==> src/rtl/rename_stage.sv <==
// Register-rename stage: maps architectural sources/destination to physical
// registers through a RAT, allocates destinations from a circular free list
// refilled by the commit-side release port, and registers the result for dispatch.
module rename_stage #(
    parameter int PREG_WIDTH = 6,
    parameter int AREG_WIDTH = 5,
    parameter int FL_DEPTH   = 32
) (
    input  logic                  clk,
    input  logic                  rst,
    input  logic                  valid_in,
    input  logic [11:0]           pc_in,
    input  logic [31:0]           instr_in,
    input  logic [6:0]            c_sig_in,
    input  logic [2:0]            alu_sig_in,
    input  logic [31:0]           imm_in,
    input  logic                  ready_in,
    input  logic                  free_valid_in,
    input  logic [PREG_WIDTH-1:0] free_preg_in,
    output logic                  stall_out,
    output logic                  valid_out,
    output logic [11:0]           pc_out,
    output logic [31:0]           instr_out,
    output logic [6:0]            c_sig_out,
    output logic [2:0]            alu_sig_out,
    output logic [31:0]           imm_out,
    output logic [PREG_WIDTH-1:0] prs1_out,
    output logic [PREG_WIDTH-1:0] prs2_out,
    output logic [PREG_WIDTH-1:0] prd_out,
    output logic [PREG_WIDTH-1:0] old_prd_out
);

    localparam int PTR_W    = $clog2(FL_DEPTH);
    localparam int CNT_W    = PTR_W + 1;
    localparam int NUM_AREG = 2 ** AREG_WIDTH;

    logic [PREG_WIDTH-1:0] rat [NUM_AREG];
    logic [PREG_WIDTH-1:0] fl  [FL_DEPTH];
    logic [PTR_W-1:0]      head;
    logic [PTR_W-1:0]      tail;
    logic [CNT_W-1:0]      count;

    logic [AREG_WIDTH-1:0] rs1;
    logic [AREG_WIDTH-1:0] rs2;
    logic [AREG_WIDTH-1:0] rd;
    logic                  needs_alloc;
    logic                  fl_empty;
    logic                  fl_full;
    logic                  fire;
    logic                  alloc;
    logic                  release_ok;
    logic [PREG_WIDTH-1:0] new_prd;
    logic [PREG_WIDTH-1:0] prev_prd;

    assign rs1 = instr_in[15 +: AREG_WIDTH];
    assign rs2 = instr_in[20 +: AREG_WIDTH];
    assign rd  = instr_in[7 +: AREG_WIDTH];

    // x0 is hardwired, so writes to it never consume a physical register
    assign needs_alloc = c_sig_in[0] & (rd != '0);
    assign fl_empty    = (count == '0);
    assign fl_full     = (count == CNT_W'(FL_DEPTH));

    // No bypass from the release port: an empty list stalls even if a release arrives
    assign fire       = valid_in & ready_in & ~(needs_alloc & fl_empty);
    assign stall_out  = valid_in & ~fire;
    assign alloc      = fire & needs_alloc;
    assign release_ok = free_valid_in & (free_preg_in != '0) & ~fl_full;

    assign new_prd  = fl[head];
    assign prev_prd = rat[rd];

    // RAT: identity after reset; entry 0 is never written so it stays 0
    always_ff @(posedge clk or posedge rst) begin
        if (rst) begin
            for (int i = 0; i < NUM_AREG; i++) begin
                rat[i] <= PREG_WIDTH'(i);
            end
        end else if (alloc) begin
            rat[rd] <= new_prd;
        end
    end

    // Free list: allocation pops at head, release pushes at tail
    always_ff @(posedge clk or posedge rst) begin
        if (rst) begin
            for (int i = 0; i < FL_DEPTH; i++) begin
                fl[i] <= PREG_WIDTH'(NUM_AREG + i);
            end
            head  <= '0;
            tail  <= '0;
            count <= CNT_W'(FL_DEPTH);
        end else begin
            if (alloc) begin
                head <= (head == PTR_W'(FL_DEPTH - 1)) ? '0 : head + PTR_W'(1);
            end
            if (release_ok) begin
                fl[tail] <= free_preg_in;
                tail     <= (tail == PTR_W'(FL_DEPTH - 1)) ? '0 : tail + PTR_W'(1);
            end
            case ({alloc, release_ok})
                2'b10:   count <= count - CNT_W'(1);
                2'b01:   count <= count + CNT_W'(1);
                default: count <= count;
            endcase
        end
    end

    // Output register: latch on fire, drop valid when dispatch drains, hold otherwise
    always_ff @(posedge clk or posedge rst) begin
        if (rst) begin
            valid_out   <= 1'b0;
            pc_out      <= '0;
            instr_out   <= '0;
            c_sig_out   <= '0;
            alu_sig_out <= '0;
            imm_out     <= '0;
            prs1_out    <= '0;
            prs2_out    <= '0;
            prd_out     <= '0;
            old_prd_out <= '0;
        end else if (fire) begin
            valid_out   <= 1'b1;
            pc_out      <= pc_in;
            instr_out   <= instr_in;
            c_sig_out   <= c_sig_in;
            alu_sig_out <= alu_sig_in;
            imm_out     <= imm_in;
            prs1_out    <= rat[rs1];
            prs2_out    <= rat[rs2];
            prd_out     <= needs_alloc ? new_prd : '0;
            old_prd_out <= needs_alloc ? prev_prd : '0;
        end else if (ready_in) begin
            valid_out <= 1'b0;
        end
    end

endmodule

==> config.mk <==
export PLATFORM = sky130hd
export DESIGN_NAME = rename_stage
export DESIGN_NICKNAME = d
export VERILOG_FILES = /design/src/rtl/rename_stage.sv
export SDC_FILE = /design/constraint.sdc
export NUM_CORES = 1
export LEC_CHECK = 0
export CAP_MARGIN = 25
export CORE_MARGIN = 2
export CORE_UTILIZATION = 30
export DETAILED_ROUTE_END_ITERATION = 12
export GPL_TIMING_DRIVEN = 0
export SYNTH_ARGS = -nofsm -noshare
export SYNTH_HDL_FRONTEND = slang
export SYNTH_SLANG_ARGS = --single-unit
==> constraint.sdc <==
create_clock -name clk -period 16.2 [get_ports clk]
set_input_delay 3.24 -clock clk [delete_from_list [all_inputs] [get_ports clk]]
set_output_delay 3.24 -clock clk [all_outputs]
set_load 0.01 [all_outputs]
==> qor.yml <==
required_ps: 12960
final_common_cell: "mux2_2"
period_needed_ps: 8520
die_h_um: 300
ir_drop_uv: 92.2
status: "complete, no violations"
grt_start_max_net_pins: 48
crit_fanout: 5
wl_per_cell_um: 26.4
ant_nets: 0
drc: 0
ys_async_sr_fraction_pct: 100
synth_area_leaders: "dfrtp_1 30%, dfstp_2 19%, mux4_2 15%, mux2_2 14%, nand2_1 4.4%"
antenna_found_initial: 5
drive_gt1_share_pct: 41.4
skew_ps: 40.8
min_path_type: "register to register"
cts_htree_levels: 2
synth_ff_type: "dfrtp_1"
synth_cells: 1947
synth.net_count: 2058
clock_latency_ps: 650
r2r-end: "count[5]"
min_to: "instr_out[14]"
synth_top_area_share_pct: 30.2
rows: 108
final_util_pct: 36.9
maxSlewHeadroom_pct: 22.5
start_util_pct: 30.4
cts_resized: 0
area_delta_synth_final_pct: 21.6
grt_pass1_vias: 19000
end_kind: "output port"
ys_ff_latch: 511
wl_mm: 90.4
timing.rr.start: "count[0]"
setup_viol: 0
yosysSeqAreaShare_pct: 49.4
holdBufCountCts: 0
min_from: "instr_out[14]"
gr-total-overflow: 0
dp_hpwl_mm: 66.5
slew_viol_final: 0
coreArea_um2: 86900
maxCapViolations: 0
arrival_ps: 5280
syn_area_um2: 26400
worstSetupPathType: "primary input to output port"
yosys.cell_types.count: 70
multiInputGateArea_um2: 12500
hold_viol: 0
fmax_mhz: 117
dieWidth_um: 300
cts_root_buf: "clkbuf_16"
layout_common_cells: "339 x mux2_2, 318 x dfrtp_1, 312 x nand2_1"
cts_tree: "yes"
via_count: 18700
ioPinCount: 209
synth_edf_count: 0
fin_nets: 2335
synth.avg_cell_area_um2: 13.5
die_area_um2: 90300
drt_iter0_drc: 1668
min_path_cells: 2
cts.sinks: 511
r2r_slack_ps: 12290
port_buffers: 198
rsz0062_at_grt: "no"
vias_per_cell: 5.44
cts_buffers: 59
synth_warnings: 0
firstDrtPassIters: 6
fillers: 8326
cts_setup_buffers: 0
power.density_nw_per_um2: 156
cp-start-kind: "primary input"
yosysTopAreaCell: "dfrtp_1"
seq_area_um2: 13000
worst_pin_slew_ps: 1160
grt_use_total_pct: 19.8
period_share_pct: 52.6
clk_pin_slew_ps: 60
place.gp.congestion: 0.963
grt_pass1_wl_mm: 132
worst-r2r-cell-count: 13
tns_ps: 0
leakagePower_uw: 0.0136
ctsLongestPathBuffers: 3
critical path, cell delays in order:
cell             delay [ps]
clkdlybuf4s50_1         560
or3_4                   500
o21a_1                  260
nand2_1                  70
a21boi_0                 70
clkdlybuf4s50_1         560
cell usage after synthesis, drive strengths merged (15+ instances only):
cell and number:
nand3 37, clkbuf 78, a22o 22, buf 78, nor3 26, a31oi 15, nor2 32, o21ai 20
mux2i 17, nand2 312, dfrtp 318, mux2 411, a22oi 47, mux4 171, dfstp 193
metrics by stage:
stage | cell area [um^2] | hold slack, ps | cells | setup WS (ps) | power (uW)
2_1_floorplan | 26400 | 458 | 1947 | 6180 | 2930
3_3_place_gp | 29800 | 461 | 3300 | 3100 | 3600
3_5_place_dp | 30100 | 462 | 3315 | 7700 | 3670
4_1_cts | 32000 | 476 | 3426 | 7680 | 5020
5_1_grt | 32100 | 500 | 3429 | 7640 | 5230
6_report | 32100 | 474 | 3430 | 7680 | 5010
registers in the layout, summed over array words and instances (netlist names), 7 cells and up:
signal,count
rat,192
c_sig_out,7
imm_out,32
pc_out,12
fl,192
instr_out,32
routing by layer:
layer,up-vias,track usage (%),part of all wire (%)
met3,189,4.70,8.4
met2,860,31.4,47
met5,-,0,0.058
met1,9810,26.9,42
met4,8,6.17,3.1
li1,7787,-,-
power by group:
group	leakage, uW	switching, uW	internal, uW	total [uW]
clock	0.000929	555	778	1330
combinational	0.00647	941	746	1690
sequential	0.00616	261	1730	1990
how the worst max path moves through the flow:
stage | start | end | slack [ps] | depth (start not counted)
3_3_place_gp | rst | rat[75] | 3100 | 2
5_1_grt | instr_in[9] | stall_out | 7640 | 6
3_5_place_dp | c_sig_in[0] | stall_out | 7700 | 5
2_1_floorplan | rst | alu_sig_out[0] | 6180 | 1
4_1_cts | c_sig_in[0] | stall_out | 7680 | 5
6_report | instr_in[9] | stall_out | 7680 | 6
cell type report:
cell class / instances / area share (%)
clock inverter: 25 / 0.816
multi-input combinational: 1267 / 39.1
inverter: 13 / 0.172
tap: 1155 / 4.51
antenna: 1 / 0.00781
buffer: 156 / 2.33
timing repair buffer: 216 / 7.19
sequential: 511 / 40.6
clock buffer: 86 / 5.21
kinds of logic after synthesis:
logic type	synth area share, %
xor gates and xnor gates	0.0996
DFF	49.4
adders and majority gates	0.693
and+or+nand+nor	8.90
muxes	32.8
buffers and inverters	3.03
AOI/OAI and AO/OA	5.09
No activity file was read; power rests on OpenSTA's default activity.
